`config.mk`:
```
export PLATFORM = sky130hd
export DESIGN_NAME = fetch_unit
export DESIGN_NICKNAME = d
export VERILOG_FILES = /design/src/rtl/fetch_pkg.sv /design/src/rtl/fetch_fifo.sv /design/src/rtl/fetch_unit.sv
export SDC_FILE = /design/constraint.sdc
export NUM_CORES = 1
export LEC_CHECK = 0
export ABC_AREA = 1
export BUFFER_PORTS_ARGS = -buffer_cell sky130_fd_sc_hd__buf_2
export CORE_ASPECT_RATIO = 1.4
export CORE_MARGIN = 2
export CORE_UTILIZATION = 40
export CTS_BUF_LIST = sky130_fd_sc_hd__clkbuf_8
export DETAILED_ROUTE_END_ITERATION = 10
export GPL_TIMING_DRIVEN = 0
export REMOVE_ABC_BUFFERS = 1
export SLEW_MARGIN = 20
export SYNTH_ARGS = -nofsm -noshare
export SYNTH_HDL_FRONTEND = slang
export SYNTH_SLANG_ARGS = --single-unit
export TNS_END_PERCENT = 30
```
`constraint.sdc`:
```
create_clock -name clock -period 3.25 [get_ports clock]
set_input_delay 0.325 -clock clock [delete_from_list [all_inputs] [get_ports clock]]
set_output_delay 0.325 -clock clock [all_outputs]
set_load 0.05 [all_outputs]
```
`src/rtl/fetch_pkg.sv`:
```
// Shared types and helpers for the instruction-fetch front end.
package fetch_pkg;

  localparam int INSTR_BYTES = 4;
  localparam int DEF_DATA_W  = 32;
  localparam int DEF_ADDR_W  = 32;

  typedef struct packed {
    logic [DEF_DATA_W-1:0] instruction;
    logic [DEF_ADDR_W-1:0] pc_plus4;
  } fetch_entry_t;

  // Bits needed to count 0..depth inclusive.
  function automatic int occ_width(input int depth);
    return $clog2(depth + 1);
  endfunction

endpackage

```
`src/rtl/fetch_fifo.sv`:
```
// Circular prefetch buffer between instruction memory and decode.
// Flush wins over push and pop; pointers wrap naturally since DEPTH is a power of two.
module fetch_fifo
  import fetch_pkg::*;
#(
  parameter type entry_t = fetch_entry_t,
  parameter int  DEPTH   = 4
) (
  input  logic                        clock,
  input  logic                        reset,
  input  logic                        push,
  input  logic                        pop,
  input  logic                        flush,
  input  entry_t                      push_entry,
  output entry_t                      head,
  output logic [occ_width(DEPTH)-1:0] count,
  output logic                        full,
  output logic                        empty
);

  localparam int PTR_W = $clog2(DEPTH);
  localparam int OCC_W = occ_width(DEPTH);

  entry_t           mem_q [DEPTH];
  entry_t           mem_d [DEPTH];
  logic [PTR_W-1:0] wr_ptr_q, wr_ptr_d;
  logic [PTR_W-1:0] rd_ptr_q, rd_ptr_d;
  logic [OCC_W-1:0] count_q, count_d;
  logic             do_push;
  logic             do_pop;

  assign full    = (count_q == OCC_W'(DEPTH));
  assign empty   = (count_q == '0);
  assign do_push = push && !full && !flush;
  assign do_pop  = pop && !empty && !flush;
  assign head    = mem_q[rd_ptr_q];
  assign count   = count_q;

  always_comb begin
    mem_d    = mem_q;
    wr_ptr_d = wr_ptr_q;
    rd_ptr_d = rd_ptr_q;
    count_d  = count_q;
    if (flush) begin
      wr_ptr_d = '0;
      rd_ptr_d = '0;
      count_d  = '0;
    end else begin
      if (do_push) begin
        mem_d[wr_ptr_q] = push_entry;
        wr_ptr_d        = wr_ptr_q + PTR_W'(1);
      end
      if (do_pop) begin
        rd_ptr_d = rd_ptr_q + PTR_W'(1);
      end
      if (do_push && !do_pop) begin
        count_d = count_q + OCC_W'(1);
      end else if (do_pop && !do_push) begin
        count_d = count_q - OCC_W'(1);
      end
    end
  end

  always_ff @(posedge clock or negedge reset) begin
    if (!reset) begin
      for (int i = 0; i < DEPTH; i++) begin
        mem_q[i] <= '0;
      end
      wr_ptr_q <= '0;
      rd_ptr_q <= '0;
      count_q  <= '0;
    end else begin
      mem_q    <= mem_d;
      wr_ptr_q <= wr_ptr_d;
      rd_ptr_q <= rd_ptr_d;
      count_q  <= count_d;
    end
  end

endmodule

```
`src/rtl/fetch_unit.sv`:
```
// Instruction-fetch front end: PC sequencer, wait-state tolerant memory request
// and a prefetch queue feeding decode through a valid/ready handshake.
module fetch_unit
  import fetch_pkg::*;
#(
  parameter int                DATA_W   = 32,
  parameter int                ADDR_W   = 32,
  parameter int                DEPTH    = 4,
  parameter logic [ADDR_W-1:0] RESET_PC = '0
) (
  input  logic                        clock,
  input  logic                        reset,
  output logic                        imem_req,
  output logic [ADDR_W-1:0]           imem_addr,
  input  logic                        imem_ready,
  input  logic [DATA_W-1:0]           imem_data,
  input  logic                        redirect,
  input  logic [ADDR_W-1:0]           redirect_pc,
  output logic                        out_valid,
  input  logic                        out_ready,
  output logic [DATA_W-1:0]           out_instruction,
  output logic [ADDR_W-1:0]           out_pc_plus4,
  output logic [occ_width(DEPTH)-1:0] occupancy
);

  localparam logic [ADDR_W-1:0] PC_STEP = ADDR_W'(INSTR_BYTES);

  typedef struct packed {
    logic [DATA_W-1:0] instruction;
    logic [ADDR_W-1:0] pc_plus4;
  } entry_t;

  logic [ADDR_W-1:0] pc_q, pc_d;
  logic [ADDR_W-1:0] pc_next;
  logic              fetch_accept;
  logic              pop;
  logic              fifo_full;
  logic              fifo_empty;
  logic [1:0]        redirect_pc_unused;
  entry_t            push_entry;
  entry_t            head;

  assign redirect_pc_unused = redirect_pc[1:0];

  // Request depends only on queue state and reset, never on redirect or out_ready.
  assign imem_req     = reset && !fifo_full;
  assign imem_addr    = pc_q;
  assign pc_next      = pc_q + PC_STEP;
  assign fetch_accept = imem_req && imem_ready && !redirect;
  assign pop          = !fifo_empty && out_ready && !redirect;

  assign push_entry.instruction = imem_data;
  assign push_entry.pc_plus4    = pc_next;

  assign out_valid       = !fifo_empty;
  assign out_instruction = head.instruction;
  assign out_pc_plus4    = head.pc_plus4;

  always_comb begin
    pc_d = pc_q;
    if (redirect) begin
      pc_d = {redirect_pc[ADDR_W-1:2], 2'b00};
    end else if (fetch_accept) begin
      pc_d = pc_next;
    end
  end

  always_ff @(posedge clock or negedge reset) begin
    if (!reset) begin
      pc_q <= {RESET_PC[ADDR_W-1:2], 2'b00};
    end else begin
      pc_q <= pc_d;
    end
  end

  fetch_fifo #(
    .entry_t (entry_t),
    .DEPTH   (DEPTH)
  ) u_fifo (
    .clock      (clock),
    .reset      (reset),
    .push       (fetch_accept),
    .pop        (pop),
    .flush      (redirect),
    .push_entry (push_entry),
    .head       (head),
    .count      (occupancy),
    .full       (fifo_full),
    .empty      (fifo_empty)
  );

endmodule
```
## After elaboration in Yosys (flattened, before gate mapping)

Cells that the tools add are included.
W data, S select, Z words.

- Flip-flop bits (word level): 295
- Latch bits: 0
- RAM bits: 0
- Memory bits (read-only): 0
- Output and inout bits: 101
- Memories: 0

- Add/subtract/negate cells: 5
- Multiply operators: 0
- Div/mod/pow operators: 0
- Order comparisons: 3
- Equal/unequal tests: 1
- Shift operators: 0
- Muxes and demuxes: 15
- Bitwise logic cells: 3
- Reductions and logical operators: 23

Operators by type and width:

| kind | count |
|---|---|
| $bwmux W256 | 1 |
| $mux W64 | 3 |
| $bmux W64 S2 | 1 |
| $demux W64 S2 | 1 |
| $mux W32 | 2 |
| $add A32 B3 Y32 const B | 1 |
| $logic_and A1 B1 Y1 | 12 |
| $mux W3 | 3 |
| $mux W2 | 4 |
| $ge A3 B3 Y1 const B | 2 |
| $not A2 Y3 | 2 |
| $reduce_bool A2 Y1 | 3 |
| $logic_not A1 Y1 | 5 |
| $add A2 B1 Y2 const B | 2 |
| $add A3 B1 Y3 const B | 1 |
| $eq A3 B3 Y1 const B | 1 |
| $logic_not A3 Y1 | 1 |
| $lt A3 B1 Y1 const B | 1 |
| $reduce_bool A3 Y1 | 1 |
| $sub A3 B1 Y3 const B | 1 |
| $reduce_and A2 Y1 | 1 |
| $not A1 Y1 | 1 |

## Logic depth before layout (Yosys ltp)

Gate-level depths: netlist (run 1).

- Depth after elaboration: 12
- Depth in mapped cells: 13
- Depth with buffers taken out: 13

## Hierarchy

Synthesis (run 1) repeated with hierarchy kept, for this count alone.

- Cell total of the unflattened synthesis: 1,693
- Area total of the unflattened synthesis: 14,541.4 µm²

By module, submodules not included:

| module | instances | cells each | area an instance (µm²) | sequential area each (µm²) |
|---|---|---|---|---|
| fetch_fifo | 1 | 1,316 | 12,177.9 | 6,581.3 |
| fetch_unit | 1 | 377 | 2,363.5 | 750.7 |

## Worst setup path after synthesis (run 1)

No wires, ideal clock.

- Kind: reg-to-reg
- Start point: reg u_fifo.count_q[1], in the netlist u_fifo.count[1]
- End point: reg u_fifo.count_q[2], in the netlist u_fifo.count[2]
- Arrival time: 2,300 ps
- Slack: 831 ps
- Stages on the path, launching flop included: 13
- Buffers on the path: 0
- Clock period less this slack: 2,419 ps
- Cells stage by stage: dfrtp_1 nor2_1 nand2_1 a21oi_1 nand2_1 inv_1 fa_1 xnor2_1 inv_1 nand2_1 nand2_1 nand2_1 nand2_1

- Cells in the longest elaborated chain, start to end: 10

RTL lines:

| what | RTL line | source |
|---|---|---|
| start: declaration | fetch_fifo.sv:28 | `logic [OCC_W-1:0] count_q, count_d;` |
| start signal: assignment | fetch_fifo.sv:76 | `count_q <= count_d;` |
| $logic_not A3 Y1 * | fetch_fifo.sv:33 | `assign empty = (count_q == '0);` |
| $logic_not A1 Y1 * | - |  |
| via out_valid | fetch_unit.sv:19 | `output logic out_valid,` |
| $logic_and A1 B1 Y1 (2 in a row) | fetch_unit.sv:50 | `assign pop = !fifo_empty && out_ready && !redirect;` |
| $logic_and A1 B1 Y1 * (2 in a row) | fetch_fifo.sv:35 | `assign do_pop = pop && !empty && !flush;` |
| $logic_not A1 Y1 | fetch_fifo.sv:56 | `if (do_push && !do_pop) begin` |
| $logic_and A1 B1 Y1 | fetch_fifo.sv:56 |  |
| $mux W3 | fetch_fifo.sv:56 |  |
| $mux W3 | fetch_fifo.sv:44 | `if (flush) begin` |

Mark *: on every way through the listed nets, which the timed path passes. The rest lies on a longest branch. The select of a mux whose other input is x is not followed.
A chain may end at the register's enable or synchronous reset.

## Worst setup path in the final report (run 1)

- Start point: reg u_fifo.rd_ptr_q[1]
- End point: out out_pc_plus4[24]

- Cells in the longest elaborated chain, start to end: 4

RTL lines:

| what | RTL line | source |
|---|---|---|
| start: declaration | fetch_fifo.sv:27 | `logic [PTR_W-1:0] rd_ptr_q, rd_ptr_d;` |
| start signal: assignment | fetch_fifo.sv:75 | `rd_ptr_q <= rd_ptr_d;` |
| $not A2 Y3 (implied by the code) | fetch_fifo.sv:36 | `assign head = mem_q[rd_ptr_q];` |
| $bmux W64 S2 | fetch_fifo.sv:36 |  |
| $mux W64 (implied by the code) (2 in a row) | fetch_fifo.sv:36 |  |
| end: declaration | fetch_unit.sv:22 | `output logic [ADDR_W-1:0] out_pc_plus4,` |

No other way between the ends. The select of a mux whose other input is x is not followed.

==> results of run 1 <==
==> what timing repair did <==
action | in CTS | in global routing
setup endpoints to repair | 243 | 17
endpoints found under the hold margin | 209 | 0
hold buffers | 54 | 0
pin swaps | 1 | 0
buffers inserted | 1 | 1
resized for setup | 6 | 2
cloned | 2 | 1
==> how the worst max path moves through the flow <==
stage                          endpoint  slack, ns  cells past startpoint
floorplan            out_instruction[0]      -2.31                      3
global placement       u_fifo.mem_q[20]      -8.61                      7
detailed placement    u_fifo.mem_q[148]      -0.86                      9
CTS                 out_instruction[11]      0.009                      7
global route           out_pc_plus4[24]      0.009                      5
finish                 out_pc_plus4[24]        0.1                      5
==> metal layers <==
metal	wire [um]	track usage, %
met1	19100	32.5
met2	20600	39.9
met3	2600	3.31
met4	1160	7.60
met5	0	0
==> cell families after synthesis <==
kind of cell / Yosys count / share of synthesized area, %
and+or+nand+nor: 1170 / 33.5
DFF: 285 / 51.6
xor gates and xnor gates: 15 / 1.49
other: 1 / 0.0271
AOI/OAI and AO/OA: 205 / 8.04
buffers and inverters: 152 / 4.76
adders and majority gates: 6 / 0.597
==> cell usage after synthesis (all sizes together), types with 7 or more instances <==
library cell | n | area share (%)
nor2 | 172 | 5.3
o21ai | 136 | 4.9
xnor2 | 7 | 0.66
dfrtp | 285 | 52
clkbuf | 44 | 1.2
nand3 | 25 | 1.2
nand2 | 960 | 26
o22ai | 62 | 2.8
inv | 41 | 1.1
xor2 | 8 | 0.83
buf | 62 | 2.3
nand3b | 12 | 0.65
==> worst max-delay path, stage by stage, from the launching register on <==
cell	delay [ns]
dfrtp_4	0.62
buf_16	0.26
clkinv_4	0.47
o21ai_0	0.22
o22ai_1	0.32
buf_2	0.33
==> power breakdown <==
group	total, uW	internal [uW]	switching, uW
Combinational	6390	1710	4680
Clock	3000	1570	1430
Sequential	5150	4540	606
Total	14500	7820	6710
==> layout make-up <==
class / instances / area [um^2]
Fill cell: 3418 / 17300
Timing Repair Buffer: 234 / 1870
Clock buffer: 57 / 785
Clock inverter: 24 / 92.6
Sequential cell: 285 / 7140
Antenna cell: 1 / 2.50
Inverter: 46 / 215
Tap cell: 451 / 564
Multi-Input combinational cell: 1401 / 6080
==> flip-flops by register name (all words and copies together), names as in the netlist <==
signal	flops
u_fifo.wr_ptr_q	2
u_fifo.rd_ptr_q	2
u_fifo.count	3
imem_addr	30
u_fifo.mem_q	248
==> through the flow <==
stage / cells / area [um^2] / TNS [ns]
2_1_floorplan: 1731 / 13400 / -210.87
3_3_place_gp: 2345 / 14700 / -3704.82
3_5_place_dp: 2358 / 15100 / -176.37
4_1_cts: 2496 / 16700 / 0
5_1_grt: 2499 / 16800 / 0
6_report: 2499 / 16800 / 0
==> flow_summary.toml, run 1 <==
[outcome]
status = "completed"

[detailed_routing]
via_per_inst = 5.10
vias = 12700
drc = 0
finalWirelength_um = 43500
antenna_left = 0
dr.pass1.iters = 6
drt_iter0_drc = 968
wl_per_cell_um = 17.4

[synthesis]
synth_enable_flop_cells = 0
seq_area_frac_synth_pct = 51.6
syn_area_um2 = 13800
syn_avg_cell_area_um2 = 7.54
synth_cell_type_count = 34
ys_ff_latch = 285
synthesis.instances = 1834
yosysWarnings = 0
postSynth.topFlopCell = "dfrtp_1"
async_flop_share_pct = 100

[final_layout]
area_growth_pct = 21.1
layout_commonest_cell = "nand2_1"
layout-drive-gt1-share_pct = 14.3
final_util_pct = 49.2
layout_common_cells = "nand2_1 (950), dfrtp_1 (283), nor2_1 (159)"
nets = 2089

[setup_path]
reg2regPathDepth = 8
r2r_end = "u_fifo.mem_q[148]"
worstReg2RegStart = "u_fifo.count[2]"
critical_path.startpoint = "u_fifo.rd_ptr_q[1]"
worstSetupStartpointType = "flip-flop"
required_ns = 2.92
critPathArrivalTime_ns = 2.83
regToRegSetupSlack_ns = 0.20
worst-setup-path-type = "flip-flop to output pin"
worst-path-max-fanout = 64
worstSetupEndpointType = "output pin"

[timing]
maxSlewViolCount = 0
setup_viol = 0
max_freq_mhz = 317
period_minus_slack_ns = 3.15
setup_slack_ns = 0.0960
grt_setup_unrepaired = "false"
whs_ns = 0.0420
finalClockSkew_ns = 0.0306
slew_headroom_pct = 40.0
max_slew.worst_pin.slew_ns = 0.899
post-route-period-util_pct = 97.0
hold_viol_final = 0

[cts]
numCtsBuffers = 46
ctsHtreeMaxLevel = 2
cts_tree = "built"
root_buffer = "clkbuf_8"
cts_buffer_depth = 3
cts.sinks = 285
clk_latency_ns = 0.58
clkTransAtPathRegs_ns = 0.07

[global_routing]
grt_pass1_wl_um = 67900
grt_pass1_vias = 12100
antenna_found_initial = 1
grt-ovfl-total = 0
grtUsageTotal_pct = 24.0
grt_max_degree = 77

[pwr]
ir_worst_vdd_uv = 476
p_total_uw = 14500
p_leak_uw = 0.00917
power_density_nw_per_um2 = 868

[place]
pre_cts_slack_ns = -0.861
port_buffers = 163
dp_hpwl_um = 24300
gp_congestion = 0.820

[floorplan]
die_x_um = 161
die_y_um = 224
initial_utilization_pct = 40.6
boundaryPins = 170
fp-row-count = 80
core_um2 = 34000
dieArea_um2 = 36100

[flow_run]
drv_cap = 0

[worst_hold_path]
hp-start = "redirect_pc[20]"
whs_endpoint = "imem_addr[20]"
hold_path_depth = 5
min_path_type = "primary input to flip-flop"
Note: power is estimated with default switching activity, not from simulation.
==> run 2: changes to the inputs <==
--- a/config.mk
+++ b/config.mk
@@ -5,7 +5,6 @@
 export SDC_FILE = /design/constraint.sdc
 export NUM_CORES = 1
 export LEC_CHECK = 0
-export ABC_AREA = 1
 export BUFFER_PORTS_ARGS = -buffer_cell sky130_fd_sc_hd__buf_2
 export CORE_ASPECT_RATIO = 1.4
 export CORE_MARGIN = 2
==> flow_summary.toml, run 2 <==
[outcome]
status = "completed"

[detailed_routing]
dr.max_layer_used = "met4"
finalWirelength_um = 31800
dr.pass1.iters = 5
wl_met3_um = 1680
vias = 8955
drc = 0
met1_length_um = 13400
met2_wirelength_um = 15800
via_per_inst = 5.09
wl_per_cell_um = 18.0
drt_iter0_drc = 407
antenna_left = 0

[global_routing]
grt_pass1_vias = 9531
grtUsageTotal_pct = 19.2
antenna_found_initial = 0
grt-ovfl-total = 0
grt_max_degree = 98
grt_pass1_wl_um = 51400

[worst_hold_path]
min_path_type = "primary input to flip-flop"
hp-start = "imem_data[22]"
whs_endpoint = "u_fifo.mem_q[54]"
hold_path_depth = 2

[setup_path]
worst-setup-path-type = "primary input to flip-flop"
crit_chain = "dlygate4sd3_1, buf_8, buf_12, buf_16, and2_1, nand2_1, nor3b_4, buf_6, buf_4, buf_6, buf_4, mux2_2"
max_stage_delay_ns = 0.62
worst-path-max-fanout = 12
r2r_end = "u_fifo.mem_q[224]"
worstSetupStartpointType = "primary input"
crit_family = "buffers and inverters"
worstSetupEndpointType = "flip-flop"
worstReg2RegStart = "u_fifo.count[2]"
crit_buf_inv = 8
required_ns = 3.69
cpMaxStageDelayCell = "nor3b_4"
critical_path.startpoint = "reset"
critPathArrivalTime_ns = 3.55
regToRegSetupSlack_ns = 0.25
reg2regPathDepth = 8

[place]
port_buffers = 163
dp_hpwl_um = 21800
gp_congestion = 0.750
place_area_um2 = 14700

[final_layout]
area_growth_pct = 23.7
fill_cells = 2968
layout_commonest_cell = "dfrtp_1"
largest_reg_flops = 248
antenna_cells = 0
registers.top_by_ff_count = "u_fifo.mem_q"
layout-drive-gt1-share_pct = 37.3
nets = 1368
layout_common_cells = "dfrtp_1 (283), buf_2 (161), mux2_2 (136)"
final_area_um2 = 16200

[synthesis]
yosysMostFrequentCell = "dfrtp_1"
ys_top_cells_by_count = "dfrtp_1 (285), mux2_2 (136), nor2_1 (126)"
syn_area_um2 = 13100
synth_enable_flop_cells = 0
ys_ff_latch = 285
synth_cell_type_count = 42
synth_top_cell_area_share_pct = 54.4
synth_area_leaders = "dfrtp_1 (54%), mux2_2 (12%), mux4_2 (11%), a21oi_1 (4.2%), nor2_1 (3.6%)"
synthesis.instances = 1045
postSynth.topFlopCell = "dfrtp_1"
async_flop_share_pct = 100
seq_area_frac_synth_pct = 54.4
syn_avg_cell_area_um2 = 12.6
synth_top_cell_by_area = "dfrtp_1"
yosysWarnings = 0

[cts]
cts_tree = "built"
cts.sinks = 285
clk_latency_ns = 0.58
root_buffer = "clkbuf_8"
cts_buffer_depth = 3
numCtsBuffers = 46
clkTransAtPathRegs_ns = 0.06
ctsHtreeMaxLevel = 2

[timing]
post-route-period-util_pct = 95.8
grt_setup_unrepaired = "false"
maxSlewViolCount = 0
max_freq_mhz = 321
max_slew.worst_pin.slew_ns = 1.16
slew_headroom_pct = 22.2
setup_viol = 0
period_minus_slack_ns = 3.11
hold_viol_final = 0
finalClockSkew_ns = 0.0249

[floorplan]
fp-row-count = 78
die_x_um = 157
die_y_um = 218
dieArea_um2 = 34300
core_um2 = 32400
boundaryPins = 170
initial_utilization_pct = 40.5

[pwr]
ir_worst_vdd_uv = 457
p_leak_uw = 0.00719
power_density_nw_per_um2 = 879
p_total_uw = 14300

[flow_run]
drv_cap = 0
run 2: cell types whose count changed after synthesis, moves of 15 or more:
cell / before / now
a21oi_1: 5 / 109
buf_2: 57 / 35
inv_1: 35 / 11
mux2_2: 0 / 136
mux4_2: 0 / 62
nand2_1: 954 / 49
nor2_1: 159 / 126
nor4_1: 0 / 15
o21ai_0: 132 / 26
o22ai_1: 62 / 1
xnor2_1: 3 / 46
xor2_1: 2 / 17
run 2: cells by family (layout without fill, tap and decap cells):
| family | after synthesis | after routing | synth area share [%] |
|---|---|---|---|
| XOR/XNOR | 63 | 63 | 4.21 |
| adder cells (fa/ha/maj) | 6 | 6 | 0.629 |
| AND/OR/NAND/NOR | 255 | 255 | 9.53 |
| buffers and inverters | 89 | 361 | 3.05 |
| AO/OA/AOI/OAI | 143 | 143 | 5.50 |
| multiplexers | 203 | 203 | 22.7 |
| other | 1 | 4 | 0.0286 |
| flip-flops | 285 | 285 | 54.4 |
run 2: report_power, final:
part           switching (uW)  leakage [uW]  total, uW  internal (uW)
Clock                    1400      0.000489       2940           1540
Sequential                687       0.00363       5270           4590
Combinational            3820       0.00307       6050           2230
run 2: per-stage QoR:
step	cells	hold slack, ns	TNS (ns)	util (%)	setup WS [ns]
2_1_floorplan	970	0.0294	-1041.17	-	-4.24
4_1_cts	1760	0.00269	0	50.0	0.0339
6_report	1760	0.0480	0	50.1	0.138
3_3_place_gp	1573	0.484	-4727.32	43.6	-14.32
3_5_place_dp	1620	0.219	-18.28	45.2	-0.514
5_1_grt	1760	0.00890	0	50.1	0.0124
run 2: per-layer routing:
metal | vias up | global-route usage [%]
met5 | - | 0
met4 | 0 | 6.18
met3 | 60 | 4.30
met2 | 213 | 32.3
met1 | 4478 | 24.6
li1 | 4204 | -
run 2: cell type report:
type	count	area [um^2]	share of cell area, %
clock buffer	56	771	4.75
timing repair buffer	275	2010	12.4
tap	440	551	3.39
clock inverter	19	82.6	0.509
multi-input combinational	674	5630	34.7
inverter	11	41.3	0.255
sequential	285	7140	44.0
run 2: worst max path at each step:
stage | endpoint | depth (start not counted)
after CTS | u_fifo.mem_q[224] | 12
after detailed placement | u_fifo.mem_q[224] | 10
final | u_fifo.mem_q[224] | 12
after global placement | u_fifo.mem_q[246] | 5
after global routing | u_fifo.mem_q[224] | 12
after floorplan | u_fifo.mem_q[100] | 4
run 2: repair_timing:
| action | 4_1_cts | 5_1_grt |
|---|---|---|
| endpoints found under the setup margin | 0 | 13 |
| endpoints found under the hold margin | 241 | 0 |
| resized for setup | 0 | 2 |
| buffers inserted | 0 | 0 |
| hold buffers | 65 | 0 |
